## src/rtl/posit_pkg.sv

```systemverilog
// -----------------------------------------------------------------------------
// posit_pkg
// Shared widths, the normalized payload record and the scale ceiling for the
// posit FMA multiply-normalize stage.
//   PROD_W    : raw fraction product width (two 7-bit operands, hidden bit at 6)
//   FRAC_W    : normalized fraction width, hidden one excluded
//   SCALE_W   : signed two's-complement scale width
//   SCALE_MAX : largest positive scale; the +1 adjustment saturates here
// -----------------------------------------------------------------------------
package posit_pkg;

  localparam int PROD_W  = 14;
  localparam int FRAC_W  = 6;
  localparam int SCALE_W = 6;

  localparam logic [SCALE_W-1:0] SCALE_MAX = {1'b0, {(SCALE_W-1){1'b1}}};

  typedef struct packed {
    logic               sign;
    logic               zero;
    logic               nar;
    logic               scale_sat;
    logic [SCALE_W-1:0] scale;
    logic [FRAC_W-1:0]  frac;
    logic               guard;
    logic               sticky;
  } norm_payload_t;

  localparam int PAYLOAD_W = $bits(norm_payload_t);

endpackage

```

## src/rtl/posit_mul_norm_stage_if.sv

```systemverilog
// -----------------------------------------------------------------------------
// posit_mul_norm_stage_if
// Upstream (product from the multiplier) and downstream (normalized result to
// the rounder) valid/ready channels of the normalize stage.
//   slave  : the stage's view (consumes in_*, produces out_*)
//   master : the surrounding datapath's view
// -----------------------------------------------------------------------------
interface posit_mul_norm_stage_if;
  import posit_pkg::*;

  // upstream channel
  logic               in_valid;
  logic               in_ready;
  logic [PROD_W-1:0]  in_prod;
  logic [SCALE_W-1:0] in_scale;
  logic               in_sign;
  logic               in_zero;
  logic               in_nar;

  // downstream channel
  logic               out_valid;
  logic               out_ready;
  logic [FRAC_W-1:0]  out_frac;
  logic [SCALE_W-1:0] out_scale;
  logic               out_sign;
  logic               out_guard;
  logic               out_sticky;
  logic               out_zero;
  logic               out_nar;
  logic               out_scale_sat;

  modport slave (
    input  in_valid, in_prod, in_scale, in_sign, in_zero, in_nar, out_ready,
    output in_ready, out_valid, out_frac, out_scale, out_sign, out_guard,
           out_sticky, out_zero, out_nar, out_scale_sat
  );

  modport master (
    output in_valid, in_prod, in_scale, in_sign, in_zero, in_nar, out_ready,
    input  in_ready, out_valid, out_frac, out_scale, out_sign, out_guard,
           out_sticky, out_zero, out_nar, out_scale_sat
  );

endinterface

```

## src/rtl/posit_skid_buf.sv

```systemverilog
// -----------------------------------------------------------------------------
// posit_skid_buf
// Generic 2-entry valid/ready skid buffer: an output register plus one skid
// register. in_ready comes straight from a flop so the upstream combinational
// path never sees out_ready.
//   clk, rst_n             : clock, asynchronous active-low reset
//   in_valid_i/in_ready_o  : upstream handshake, in_data_i payload
//   out_valid_o/out_ready_i: downstream handshake, out_data_o payload
// -----------------------------------------------------------------------------
module posit_skid_buf #(
  parameter int W = 8
) (
  input  logic         clk,
  input  logic         rst_n,
  input  logic         in_valid_i,
  output logic         in_ready_o,
  input  logic [W-1:0] in_data_i,
  output logic         out_valid_o,
  input  logic         out_ready_i,
  output logic [W-1:0] out_data_o
);

  logic         out_valid_q, out_valid_d;
  logic [W-1:0] out_data_q,  out_data_d;
  logic         skid_valid_q, skid_valid_d;
  logic [W-1:0] skid_data_q,  skid_data_d;
  logic         in_ready_q,   in_ready_d;
  logic         accept;

  assign accept = in_valid_i & in_ready_q;

  always_comb begin
    out_valid_d  = out_valid_q;
    out_data_d   = out_data_q;
    skid_valid_d = skid_valid_q;
    skid_data_d  = skid_data_q;
    if (!out_valid_q || out_ready_i) begin
      // Output slot free this edge: the skid entry is older, so it goes first.
      // in_ready is low whenever the skid is full, so no accept can coincide.
      if (skid_valid_q) begin
        out_valid_d  = 1'b1;
        out_data_d   = skid_data_q;
        skid_valid_d = 1'b0;
      end else if (accept) begin
        out_valid_d = 1'b1;
        out_data_d  = in_data_i;
      end else begin
        out_valid_d = 1'b0;
      end
    end else if (accept) begin
      skid_valid_d = 1'b1;
      skid_data_d  = in_data_i;
    end
    in_ready_d = ~skid_valid_d;
  end

  always_ff @(posedge clk or negedge rst_n) begin
    if (!rst_n) begin
      out_valid_q  <= 1'b0;
      out_data_q   <= '0;
      skid_valid_q <= 1'b0;
      skid_data_q  <= '0;
      in_ready_q   <= 1'b1;
    end else begin
      out_valid_q  <= out_valid_d;
      out_data_q   <= out_data_d;
      skid_valid_q <= skid_valid_d;
      skid_data_q  <= skid_data_d;
      in_ready_q   <= in_ready_d;
    end
  end

  assign in_ready_o  = in_ready_q;
  assign out_valid_o = out_valid_q;
  assign out_data_o  = out_data_q;

endmodule

```

## src/rtl/posit_mul_norm_stage.sv

```systemverilog
// -----------------------------------------------------------------------------
// posit_mul_norm_stage
// Normalizes the 14-bit raw fraction product to hidden-one form, adjusts the
// scale (saturating at SCALE_MAX), extracts guard/sticky, and registers the
// result through a 2-entry skid buffer.
//   clk   : clock, rising edge
//   rst_n : asynchronous active-low reset
//   bus   : posit_mul_norm_stage_if.slave (in_* product channel, out_* result)
// Build option: define POSIT_NORM_STICKY_EN to compute out_sticky; otherwise
// out_sticky is constant 0 and the sticky OR trees are not built.
// -----------------------------------------------------------------------------
module posit_mul_norm_stage
  import posit_pkg::*;
(
  input  logic                  clk,
  input  logic                  rst_n,
  posit_mul_norm_stage_if.slave bus
);

  // The product of two [1,2) significands lies in [1,4): bit 13 set means the
  // product reached [2,4) and needs a one-place shift plus a scale increment.
  localparam int HI_BIT = PROD_W - 1;
  localparam int LO_BIT = PROD_W - 2;

  logic sticky_hi, sticky_lo;

`ifdef POSIT_NORM_STICKY_EN
  assign sticky_hi = |bus.in_prod[HI_BIT-FRAC_W-2:0];
  assign sticky_lo = |bus.in_prod[LO_BIT-FRAC_W-2:0];
`else
  assign sticky_hi = 1'b0;
  assign sticky_lo = 1'b0;
  // Bits only the sticky OR would consume; kept as a named sink.
  logic unused_sticky_bits;
  assign unused_sticky_bits = ^bus.in_prod[LO_BIT-FRAC_W-2:0];
`endif

  norm_payload_t norm_payload;
  norm_payload_t out_payload;
  logic [PAYLOAD_W-1:0] out_bits;

  always_comb begin
    norm_payload = '0;
    if (bus.in_nar) begin
      norm_payload.nar  = 1'b1;
      norm_payload.sign = bus.in_sign;
    end else if (bus.in_zero) begin
      norm_payload.zero = 1'b1;
      norm_payload.sign = bus.in_sign;
    end else if (bus.in_prod[HI_BIT:LO_BIT] == 2'b00) begin
      // Unreachable from a legal multiplier; collapse to a clean zero.
      norm_payload.zero = 1'b1;
    end else if (bus.in_prod[HI_BIT]) begin
      norm_payload.sign   = bus.in_sign;
      norm_payload.frac   = bus.in_prod[HI_BIT-1 -: FRAC_W];
      norm_payload.guard  = bus.in_prod[HI_BIT-1-FRAC_W];
      norm_payload.sticky = sticky_hi;
      if (bus.in_scale == SCALE_MAX) begin
        norm_payload.scale     = SCALE_MAX;
        norm_payload.scale_sat = 1'b1;
      end else begin
        norm_payload.scale = bus.in_scale + SCALE_W'(1);
      end
    end else begin
      norm_payload.sign   = bus.in_sign;
      norm_payload.frac   = bus.in_prod[LO_BIT-1 -: FRAC_W];
      norm_payload.guard  = bus.in_prod[LO_BIT-1-FRAC_W];
      norm_payload.sticky = sticky_lo;
      norm_payload.scale  = bus.in_scale;
    end
  end

  posit_skid_buf #(
    .W (PAYLOAD_W)
  ) u_skid (
    .clk         (clk),
    .rst_n       (rst_n),
    .in_valid_i  (bus.in_valid),
    .in_ready_o  (bus.in_ready),
    .in_data_i   (norm_payload),
    .out_valid_o (bus.out_valid),
    .out_ready_i (bus.out_ready),
    .out_data_o  (out_bits)
  );

  assign out_payload       = norm_payload_t'(out_bits);
  assign bus.out_frac      = out_payload.frac;
  assign bus.out_scale     = out_payload.scale;
  assign bus.out_sign      = out_payload.sign;
  assign bus.out_guard     = out_payload.guard;
  assign bus.out_sticky    = out_payload.sticky;
  assign bus.out_zero      = out_payload.zero;
  assign bus.out_nar       = out_payload.nar;
  assign bus.out_scale_sat = out_payload.scale_sat;

endmodule
```

## src/flat_wrapper.sv

```systemverilog
// flat-port wrapper written by rule: the top's interface ports become plain ports
module posit_mul_norm_stage_flat import posit_pkg::*;
  (clk, rst_n, bus_in_valid, bus_in_prod, bus_in_scale, bus_in_sign, bus_in_zero, bus_in_nar, bus_out_ready, bus_in_ready, bus_out_valid, bus_out_frac, bus_out_scale, bus_out_sign, bus_out_guard, bus_out_sticky, bus_out_zero, bus_out_nar, bus_out_scale_sat);
  posit_mul_norm_stage_if bus_i ();
  input  logic clk;
  input  logic rst_n;
  input wire logic [$bits(bus_i.in_valid)-1:0] bus_in_valid;
  input wire logic [$bits(bus_i.in_prod)-1:0] bus_in_prod;
  input wire logic [$bits(bus_i.in_scale)-1:0] bus_in_scale;
  input wire logic [$bits(bus_i.in_sign)-1:0] bus_in_sign;
  input wire logic [$bits(bus_i.in_zero)-1:0] bus_in_zero;
  input wire logic [$bits(bus_i.in_nar)-1:0] bus_in_nar;
  input wire logic [$bits(bus_i.out_ready)-1:0] bus_out_ready;
  output wire logic [$bits(bus_i.in_ready)-1:0] bus_in_ready;
  output wire logic [$bits(bus_i.out_valid)-1:0] bus_out_valid;
  output wire logic [$bits(bus_i.out_frac)-1:0] bus_out_frac;
  output wire logic [$bits(bus_i.out_scale)-1:0] bus_out_scale;
  output wire logic [$bits(bus_i.out_sign)-1:0] bus_out_sign;
  output wire logic [$bits(bus_i.out_guard)-1:0] bus_out_guard;
  output wire logic [$bits(bus_i.out_sticky)-1:0] bus_out_sticky;
  output wire logic [$bits(bus_i.out_zero)-1:0] bus_out_zero;
  output wire logic [$bits(bus_i.out_nar)-1:0] bus_out_nar;
  output wire logic [$bits(bus_i.out_scale_sat)-1:0] bus_out_scale_sat;
  assign bus_i.in_valid = bus_in_valid;
  assign bus_i.in_prod = bus_in_prod;
  assign bus_i.in_scale = bus_in_scale;
  assign bus_i.in_sign = bus_in_sign;
  assign bus_i.in_zero = bus_in_zero;
  assign bus_i.in_nar = bus_in_nar;
  assign bus_i.out_ready = bus_out_ready;
  assign bus_in_ready = bus_i.in_ready;
  assign bus_out_valid = bus_i.out_valid;
  assign bus_out_frac = bus_i.out_frac;
  assign bus_out_scale = bus_i.out_scale;
  assign bus_out_sign = bus_i.out_sign;
  assign bus_out_guard = bus_i.out_guard;
  assign bus_out_sticky = bus_i.out_sticky;
  assign bus_out_zero = bus_i.out_zero;
  assign bus_out_nar = bus_i.out_nar;
  assign bus_out_scale_sat = bus_i.out_scale_sat;
  posit_mul_norm_stage u_core (.clk(clk), .rst_n(rst_n), .bus(bus_i));
endmodule
```

## config.mk

```make
export PLATFORM = sky130hd
export DESIGN_NAME = posit_mul_norm_stage_flat
export DESIGN_NICKNAME = d
export VERILOG_FILES = /design/src/rtl/posit_pkg.sv /design/src/rtl/posit_mul_norm_stage_if.sv /design/src/rtl/posit_skid_buf.sv /design/src/rtl/posit_mul_norm_stage.sv /design/src/flat_wrapper.sv
export SDC_FILE = /design/constraint.sdc
export NUM_CORES = 1
export LEC_CHECK = 0
export BUFFER_PORTS_ARGS = -buffer_cell sky130_fd_sc_hd__buf_2
export CAP_MARGIN = 20
export CORE_MARGIN = 5
export CORE_UTILIZATION = 49
export CTS_CLUSTER_DIAMETER = 150
export DETAILED_ROUTE_END_ITERATION = 10
export PLACE_DENSITY_LB_ADDON = 0.3
export SLEW_MARGIN = 20
export SYNTH_ARGS = -nofsm -noshare
export SYNTH_HDL_FRONTEND = slang
export SYNTH_HIERARCHICAL = 1
export SYNTH_SLANG_ARGS = --single-unit
```

## constraint.sdc

```tcl
create_clock -name clk -period 1.3 [get_ports clk]
set_input_delay 0.325 -clock clk [delete_from_list [all_inputs] [get_ports clk]]
set_output_delay 0.325 -clock clk [all_outputs]
set_load 0.05 [all_outputs]
```

==> results of run 1 <==
-- tightest hold or removal path, delay by kind of cell --
kind                   cells  cell delay (ps)
AND/OR/NAND/NOR            2              130
buffers and inverters      1              110
-- layer usage --
layer	track usage [%]	routed length, µm	part of all wire (%)
met4	5.44	84	1.9
met3	5.28	210	4.6
met5	0	0	0
met2	28.4	2090	46
met1	24.2	2150	47
-- registers in the layout, indices dropped and copies added, names as in the netlist --
name / count
u_core/u_skid/out_valid_o: 1
u_core/u_skid/skid_data_q: 18
u_core/u_skid/out_data_o: 18
u_core/u_skid/in_ready_o: 1
u_core/u_skid/skid_valid_q: 1
-- worst paths after layout --
| kind | cells past startpoint | endpoint |
|---|---|---|
| max reg2reg | 4 | u_core/u_skid/out_data_o[2] |
| max | 2 | bus_in_ready |
| max in group asynchronous | 3 | u_core/u_skid/in_ready_o |
| min in group asynchronous | 3 | u_core/u_skid/skid_data_q[9] |
| min reg2reg | 1 | u_core/u_skid/skid_data_q[4] |
| min | 3 | u_core/u_skid/in_ready_o |
-- layout by cell type (no fill, tap or decap), types with 5 or more instances in the layout --
cell type	synthesis	routed
buf_2	2	37
buf_4	1	23
buf_6	3	5
clkbuf_8	0	5
dfrtp_1	38	37
mux2_2	34	25
mux2_4	20	29
mux2i_1	7	7
nor2_1	16	16
-- power groups by stage --
stage                     clock network, µW  logic, µW  registers (µW)
after floorplan                           0        509            1870
after detailed placement                  0       1200            1520
final                                   797       1300            1510
after global routing                    892       1370            1530
after global placement                    0       1180            1510
after CTS                               843       1270            1500
-- Yosys cell counts (all sizes together) --
cell    count  area, µm²
a21boi      1       7.51
and4        2       20.0
nand4       1       6.26
dfstp       1       26.3
and4b       1       11.3
nand3       3       27.5
conb        1       3.75
a21oi       5       32.5
nor2b       2       20.0
mux2i       7       70.1
dfrtp      38        951
nor3        3       15.0
a211oi      2       25.0
inv         1       3.75
nand2b      2       12.5
ha          1       12.5
and2        1       6.26
mux2       54        683
nand2       3       11.3
o21ai       2       10.0
nor2       17       71.3
buf         7       71.3
a21bo       1       10.0
-- area by class of cell --
cell class	count	area (µm²)	area share [%]
clock inverters	1	5.00	0.180
flip-flops and latches	39	982	35.4
repair buffers	71	519	18.7
clock buffers	7	76.3	2.75
multi-input cells	110	1130	40.6
well taps	50	62.6	2.25
inverters	1	3.75	0.135
-- cells by family after synthesis --
| logic type | count (synthesis) | share of synthesized area, % |
|---|---|---|
| compound gates | 11 | 4.04 |
| flops | 39 | 46.4 |
| mux | 61 | 35.7 |
| simple gates | 35 | 9.56 |
| fa+ha+maj | 1 | 0.593 |
| other cells | 1 | 0.178 |
| buf+inv | 8 | 3.56 |
-- per-stage QoR --
step           setup slack [ps]  utilization, %  setup TNS (ps)  power (µW)  std cells
6_report                   -199            68.0           -4770        3600        279
5_1_grt                    -236            68.0           -6050        3790        279
4_1_cts                    -217            67.0           -4130        3620        277
3_5_place_dp               -450            62.5           -7280        2720        266
3_3_place_gp               -421            62.5           -6670        2690        266
2_1_floorplan              -301               -           -6940        2380        157
-- repair_timing --
| action | in CTS | in global routing |
|---|---|---|
| setup endpoints to repair | 38 | 38 |
| gates cloned | 0 | 1 |
| hold buffers | 1 | 0 |
| resized for setup | 21 | 2 |
| buffers inserted | 2 | 1 |
| endpoints found under the hold margin | 17 | 0 |
| pin swaps | 4 | 1 |
==> impl_metrics.json, run 1 <==
{
  "finalInstanceArea_um2": 2780,
  "seq_area_frac_synth_pct": 46.4,
  "synthesis.area_um2": 2110,
  "net-switching-power_uw": 1230,
  "synth-warning-count": 6,
  "placed_cell_area_um2": 2550,
  "critical_path.max_stage_delay_ps": 640,
  "finalMaxSlewViolations": 0,
  "place_hpwl_mm": 3.19,
  "portBuffers": 41,
  "effective_utilization_at_floorplan_pct": 51.6,
  "postRouteAntennaNets": 0,
  "max_capacitance_violation_count": 0,
  "clkTransAtPathRegs_ps": 70,
  "grt_pass1_vias": 1622,
  "clk-insertion-delay-late_ps": 290,
  "post_synth.cell_area_avg_um2": 13.5,
  "critical-path-top-delay-family": "flip-flops",
  "reg2reg_setup_slack_ps": -180,
  "swShare_pct": 34.2,
  "achievable-frequency_mhz": 667,
  "fin_hold_ws_ps": 313,
  "critPathLaunchType": "flip-flop",
  "clockPowerShare_pct": 22.1,
  "setup_slack_ps": -199,
  "place.gp.congestion": 0.877,
  "cts.root.buffer_cell": "clkbuf_8",
  "avgRoutedWirePerCell_um": 16.3,
  "critical_path_class": "flip-flop to primary output",
  "wire_length_of_the_first_global_routing_pass_mm": 7.76,
  "critical_path_required_ps": 980,
  "power_density_nw_per_um2": 1300,
  "timing.final.crit_share_pct": 115,
  "routed-via-count": 1472,
  "design.portCount": 47,
  "max-vdd-ir-drop_uv": 848,
  "rows": 23,
  "post_synth_num_cell_types": 33,
  "clock_sink_count": 39,
  "area.growth.synth_to_final_pct": 31.8,
  "unrepaired_setup_endpoints_after_global_routing": "true",
  "cp-end-kind": "primary output",
  "grt_antenna_before_repair": 0,
  "grtUsageTotal_pct": 18.1,
  "power.sequential.fraction_pct": 41.9,
  "synthesis_stage_register_bit_count": 39,
  "grt_max_degree": 22,
  "worst_setup_path_startpoint": "u_core/u_skid/in_ready_o",
  "arrival_worst_endpoint_ps": 1170,
  "path_cells": "buf_6 > buf_8",
  "number_of_nets_in_the_layout": 256,
  "cell_internal_pwr_uw": 2370,
  "cts_max_path_buffers": 2,
  "cts_inserted_buffers": 5,
  "hp-start": "bus_out_ready",
  "die_x_um": 75.6,
  "fill_cells": 292,
  "setup_viol_count_final": 37,
  "floorplan.die_area_um2": 5710,
  "fin_worst_skew_ps": 2.28,
  "drt-total-wl_mm": 4.54,
  "cts_htree_levels": 2,
  "hold_path.class": "primary input to flip-flop",
  "vias_per_cell": 5.28,
  "post_synth_inst_count": 156,
  "status": "finished with violations",
  "insertedDiodeCount": 0,
  "worst_path_max_delay_cell": "dfstp_4",
  "detail_route.iter0.violations": 119,
  "detail_route.drc_violations": 0,
  "grt_overflow_total": 0,
  "drive_above_1_share_pct": 64.2,
  "crit_fanout": 2,
  "detail_route.first_pass.iterations": 4,
  "cts_tree": "done",
  "power.static_leakage_uw": 0.00145,
  "r2r-start": "u_core/u_skid/in_ready_o",
  "finalCriticalPeriod_ps": 1500,
  "share_comb_of_total_power_pct": 36.0,
  "die_y_um": 75.6,
  "core-area_um2": 4090,
  "final_hold_vio_count": 0,
  "buffering_stage_count_on_the_worst_path_with_inverters_included": 2,
  "failed_checks": "negative setup slack"
}
(Power assumes the default switching activity.)
==> inputs of run 2 (changes only) <==
Settings changed: ABC_AREA set to 1.
==> run 2 against run 1 <==
- the run still ends with negative setup slack left
- sequential share of layout area grew 0.14 points
- final area shrank 0.41%
- cell count grew 48%
- clock power shrank 3.1%
- global-route usage grew 0.53 points
- first-iteration DRC count shrank 6.7%
- setup slack gained 130 ps
- clock skew grew 1.3 ps
- highest routed layer unchanged
==> impl_metrics.json, run 2 <==
{
  "yosys_top_cell_area_share_pct": 44.8,
  "wire_length_of_the_first_global_routing_pass_mm": 8.11,
  "holdPathEnd": "u_core/u_skid/skid_valid_q",
  "fill_cells": 390,
  "hold_path.class": "primary input to flip-flop",
  "setup_slack_ps": -72.4,
  "cts_max_path_buffers": 2,
  "post_synth.cell_area_avg_um2": 7.32,
  "synth_most_common_cell": "nand2_1",
  "critPathLaunchType": "flip-flop",
  "finalInstanceArea_um2": 2770,
  "routed-via-count": 2009,
  "achievable-frequency_mhz": 729,
  "fin_total_pwr_uw": 3490,
  "seq_area_frac_synth_pct": 46.0,
  "power.static_leakage_uw": 0.00157,
  "synth-warning-count": 6,
  "cts_tree": "done",
  "path_cells": "buf_8",
  "setup_viol_count_final": 18,
  "post_synth_num_cell_types": 26,
  "critical_path.max_stage_delay_ps": 620,
  "design.portCount": 47,
  "grt_pass1_vias": 1775,
  "r2r_end": "u_core/u_skid/out_data_o[1]",
  "drt-total-wl_mm": 5.00,
  "detail_route.drc_violations": 0,
  "synthesis.area_um2": 2120,
  "worst_path_max_delay_cell": "dfstp_4",
  "portBuffers": 41,
  "failed_checks": "negative setup slack",
  "buffering_stage_count_on_the_worst_path_with_inverters_included": 1,
  "synth_top_area_cell": "dfrtp_1",
  "synth.area.top_cells": "dfrtp_1 45%, nand2_1 29%, nand3_1 5.0%, nor2_1 2.1%, a21oi_1 1.9%",
  "detail_route.first_pass.iterations": 4,
  "yosys_most_used_dff": "dfrtp_1",
  "finalMaxSlewViolations": 0,
  "post_synth_inst_count": 290,
  "die_x_um": 75.8,
  "cts.root.buffer_cell": "clkbuf_8",
  "power_density_nw_per_um2": 1260,
  "max_capacitance_violation_count": 0,
  "rows": 24,
  "cp-end-kind": "primary output",
  "avgRoutedWirePerCell_um": 12.1,
  "clock_sink_count": 39,
  "vias_per_cell": 4.86,
  "clk-insertion-delay-late_ps": 290,
  "postRouteAntennaNets": 0,
  "synthesis_stage_register_bit_count": 39,
  "cts_inserted_buffers": 5,
  "drive_above_1_share_pct": 28.8,
  "critical_path_required_ps": 980,
  "hp-start": "bus_in_valid",
  "area.growth.synth_to_final_pct": 30.4,
  "floorplan.die_area_um2": 5750,
  "timing.final.crit_share_pct": 106,
  "critical-path-top-delay-family": "flip-flops",
  "status": "finished with violations",
  "final_hold_vio_count": 0,
  "finalCriticalPeriod_ps": 1370,
  "r2r-start": "u_core/u_skid/in_ready_o",
  "layout.cells.most_common": "nand2_1",
  "layout_common_cells": "163 x nand2_1, 40 x buf_2, 37 x dfrtp_1",
  "ys_async_sr_fraction_pct": 100,
  "insertedDiodeCount": 0,
  "max-vdd-ir-drop_uv": 444,
  "number_of_nets_in_the_layout": 388,
  "fin_worst_skew_ps": 3.62,
  "critical_path_class": "flip-flop to primary output",
  "unrepaired_setup_endpoints_after_global_routing": "true",
  "die_y_um": 75.8,
  "grt_max_degree": 21,
  "arrival_worst_endpoint_ps": 1050,
  "cts_htree_levels": 2,
  "place_hpwl_mm": 3.57,
  "grt_antenna_before_repair": 0,
  "synth.top_cells.by_count": "166 x nand2_1, 38 x dfrtp_1, 21 x nand3_1, 12 x nor2_1, 8 x a21oi_1",
  "crit_fanout": 2,
  "grt_overflow_total": 0,
  "hold_depth": 3,
  "synth_edf_count": 0,
  "worst-r2r-cell-count": 6,
  "detail_route.iter0.violations": 111,
  "place.gp.congestion": 0.771,
  "reg2reg_setup_slack_ps": -30,
  "grtUsageTotal_pct": 18.6,
  "effective_utilization_at_floorplan_pct": 49.8,
  "clkTransAtPathRegs_ps": 70,
  "core-area_um2": 4260,
  "placed_cell_area_um2": 2530
}
run 2: worst max-delay path by stage:
stage	from	endpoint	slack, ps	cells past startpoint
after floorplan	u_core/u_skid/in_ready_o	u_core/u_skid/out_data_o[0]	-60	6
after CTS	u_core/u_skid/in_ready_o	bus_in_ready	-80	1
after detailed placement	bus_in_scale[0]	u_core/u_skid/out_data_o[11]	-200	10
after global placement	bus_in_scale[0]	u_core/u_skid/out_data_o[11]	-180	10
after global routing	u_core/u_skid/in_ready_o	bus_in_ready	-100	1
final	u_core/u_skid/in_ready_o	bus_in_ready	-70	1
run 2: tightest hold or removal path: cells and delay by family:
family,cells,cell delay [ps]
AO/OA/AOI/OAI,1,60
buffers and inverters,1,140
AND/OR/NAND/NOR,1,110
run 2: cell families after synthesis:
logic type	after synthesis	share of synthesized area, %
buffers and inverters	20	6.60
flip-flops	39	46.0
AND/OR/NAND/NOR	214	42.2
AO/OA/AOI/OAI	14	3.95
XOR/XNOR	1	0.413
adder cells (fa/ha/maj)	1	0.590
other	1	0.177
run 2: area by class of cell:
cell class	instances	area (µm²)	share of cell area, %
repair buffers	72	520	18.8
multi-input cells	233	1080	39.0
inverters	9	38.8	1.40
clock inverters	1	5.00	0.181
clock buffers	7	76.3	2.76
well taps	52	65.1	2.35
flip-flops and latches	39	982	35.5
run 2: stage by stage:
| step | hold slack (ps) | util (%) | TNS, ps | setup WS [ps] | std cells |
|---|---|---|---|---|---|
| floorplan | 29.4 | - | -938 | -62.7 | 291 |
| global placement | 223 | 59.4 | -1540 | -177 | 399 |
| detailed placement | 229 | 59.4 | -1920 | -204 | 399 |
| CTS | 382 | 62.3 | -121 | -84.4 | 409 |
| global route | 386 | 64.9 | -1980 | -105 | 413 |
| finish | 391 | 64.9 | -355 | -72.4 | 413 |
run 2: where the power goes:
part	total [µW]	switching [µW]	internal (µW)
clock	772	396	376
combinational	1210	825	385
sequential	1510	99.2	1410
total	3490	1320	2170
run 2: timing repair:
action                     in CTS  in global routing
setup endpoints to repair       1                 36
hold buffers                    1                  0
hold endpoints to repair        8                  0
pin swaps                       1                  2
gates cloned                    0                  3
resized for setup               6                 13
buffers inserted                1                  1
run 2: metal layers:
| layer | part of all wire [%] | routed length, µm | track usage [%] | up-vias |
|---|---|---|---|---|
| met1 | 47 | 2340 | 26.6 | 906 |
| li1 | - | - | - | 1042 |
| met4 | 1.6 | 82 | 6.41 | 0 |
| met5 | 0 | 0 | 0 | - |
| met3 | 5.5 | 273 | 3.83 | 6 |
| met2 | 46 | 2310 | 27.9 | 55 |
==> inputs of run 3 (changes only) <==
Settings changed: CORE_UTILIZATION 49 to 50, CTS_BUF_LIST set to sky130_fd_sc_hd__clkbuf_2 sky130_fd_sc_hd__clkbuf_4 sky130_fd_sc_hd__clkbuf_8.
==> run 3 against run 2 <==
- first-iteration DRC count increased by 77%
- largest power group unchanged
- via count is the same
- cell count is 1.5% lower
- global-route usage is 0.36 points higher
- clock power grew 17%
- hold slack worse by 1.6 ps
- non-clock buffer count decreased by 4
- critical endpoint unchanged
- the flow still finishes with violations (negative setup slack)
- sequential share of layout area grew 0.24 points
==> impl_metrics.json, run 3 (synthesized netlist as in run 2, its figures left out) <==
{
  "grt_max_degree": 40,
  "finalCriticalPeriod_ps": 1380,
  "cts_max_path_buffers": 2,
  "cts.root.buffer_cell": "clkbuf_8",
  "failed_checks": "negative setup slack",
  "avgRoutedWirePerCell_um": 12.2,
  "vias_per_cell": 4.94,
  "die_x_um": 75.1,
  "floorplan.die_area_um2": 5650,
  "status": "finished with violations",
  "postRouteAntennaNets": 0,
  "grt_antenna_before_repair": 0,
  "critical_path_required_ps": 980,
  "fin_worst_skew_ps": 5.24,
  "finalMaxSlewViolations": 0,
  "stdcell_count": 407,
  "cts_tree": "done",
  "cp-end-kind": "primary output",
  "place_hpwl_mm": 3.46,
  "core-area_um2": 4060,
  "detail_route.first_pass.iterations": 4,
  "clock_sink_count": 39,
  "path_cells": "buf_8",
  "unrepaired_setup_endpoints_after_global_routing": "true",
  "max-vdd-ir-drop_uv": 475,
  "clk-insertion-delay-late_ps": 290,
  "finalSetupTns_ps": -254,
  "detail_route.iter0.violations": 197,
  "crit_fanout": 2,
  "max_capacitance_violation_count": 0,
  "fin_total_pwr_uw": 3610,
  "layout.cells.most_common": "nand2_1",
  "portBuffers": 41,
  "achievable-frequency_mhz": 726,
  "area.growth.synth_to_final_pct": 29.5,
  "drive_above_1_share_pct": 29.1,
  "critical_path.max_stage_delay_ps": 620,
  "die_y_um": 75.1,
  "final_hold_vio_count": 0,
  "critical_path_class": "flip-flop to primary output",
  "setup_viol_count_final": 21,
  "worst_path_max_delay_cell": "dfstp_4",
  "design.portCount": 47,
  "rows": 23,
  "grtUsageTotal_pct": 18.9,
  "power.static_leakage_uw": 0.00155,
  "buffering_stage_count_on_the_worst_path_with_inverters_included": 1,
  "grt_overflow_total": 0,
  "setup_slack_ps": -76.8,
  "wire_length_of_the_first_global_routing_pass_mm": 8.14,
  "grt_pass1_vias": 1827,
  "effective_utilization_at_floorplan_pct": 52.3,
  "number_of_nets_in_the_layout": 384,
  "drt-total-wl_mm": 4.97,
  "clkTransAtPathRegs_ps": 70,
  "power_density_nw_per_um2": 1310,
  "routed-via-count": 2009,
  "placedCellCount": 393,
  "critical-path-top-delay-family": "flip-flops",
  "arrival_worst_endpoint_ps": 1050,
  "cts_inserted_buffers": 5,
  "insertedDiodeCount": 0,
  "hold_path.class": "primary input to flip-flop",
  "cts_htree_levels": 2,
  "timing.final.crit_share_pct": 106,
  "layout_common_cells": "160 x nand2_1, 38 x buf_2, 37 x dfrtp_1",
  "place.gp.congestion": 0.780,
  "detail_route.drc_violations": 0,
  "fin_hold_ws_ps": 390,
  "critPathLaunchType": "flip-flop"
}
==> run 3: cell count changes in the layout (fill, tap and decap cells not counted), sizes merged <==
cell	before	now
buf	70	65
clkbuf	8	10
clkinv	1	0
==> run 3: final timing paths <==
path                                                     from                             to  slack (ps)  cells past startpoint
worst max register to register       u_core/u_skid/in_ready_o   u_core/u_skid/out_data_o[10]         -30                      6
worst min register to register  u_core/u_skid/skid_data_q[17]  u_core/u_skid/skid_data_q[17]         470                      2
min in group asynchronous                               rst_n   u_core/u_skid/skid_data_q[8]         530                      3
max in group asynchronous                               rst_n       u_core/u_skid/in_ready_o         500                      3
worst max-delay path                 u_core/u_skid/in_ready_o                   bus_in_ready         -80                      1
worst min-delay path                             bus_in_valid     u_core/u_skid/skid_valid_q         390                      3
==> run 3: worst min-delay path, cell delays in order <==
cell	delay, ps
buf_2	140
nand2_8	110
a21oi_4	60
==> run 3: power by group <==
part | switching (µW) | internal [µW]
Combinational | 826 | 371
Sequential | 104 | 1410
Clock | 399 | 505
Total | 1330 | 2280
==> run 3: per-layer routing <==
layer	global-route usage [%]	vias up	wire length, µm
met5	0	-	0
met4	5.83	0	34
met3	4.14	3	358
met2	28.9	66	2270
met1	27.0	903	2310
li1	-	1037	-
==> run 3: cell type report <==
class	count	area, µm²
multi-input cells	233	1080
clock buffers	8	104
flip-flops and latches	39	982
inverters	9	38.8
well taps	50	62.6
fillers	334	1310
repair buffers	68	478
==> run 3: repair_timing <==
action / 4_1_cts / 5_1_grt
pin swaps: 0 / 1
setup buffers: 1 / 1
cloned: 0 / 3
gates resized for setup: 8 / 16
endpoints found under the setup margin: 1 / 38
hold buffers: 1 / 0
endpoints found under the hold margin: 10 / 0
==> run 3: metrics by stage <==
| stage | instance area, µm² | setup WS (ps) | utilization, % |
|---|---|---|---|
| final | 2750 | -76.8 | 67.7 |
| after global routing | 2750 | -106 | 67.7 |
| after floorplan | 2130 | -62.7 | - |
| after detailed placement | 2500 | -270 | 61.6 |
| after CTS | 2660 | -86.5 | 65.6 |
| after global placement | 2500 | -177 | 61.6 |
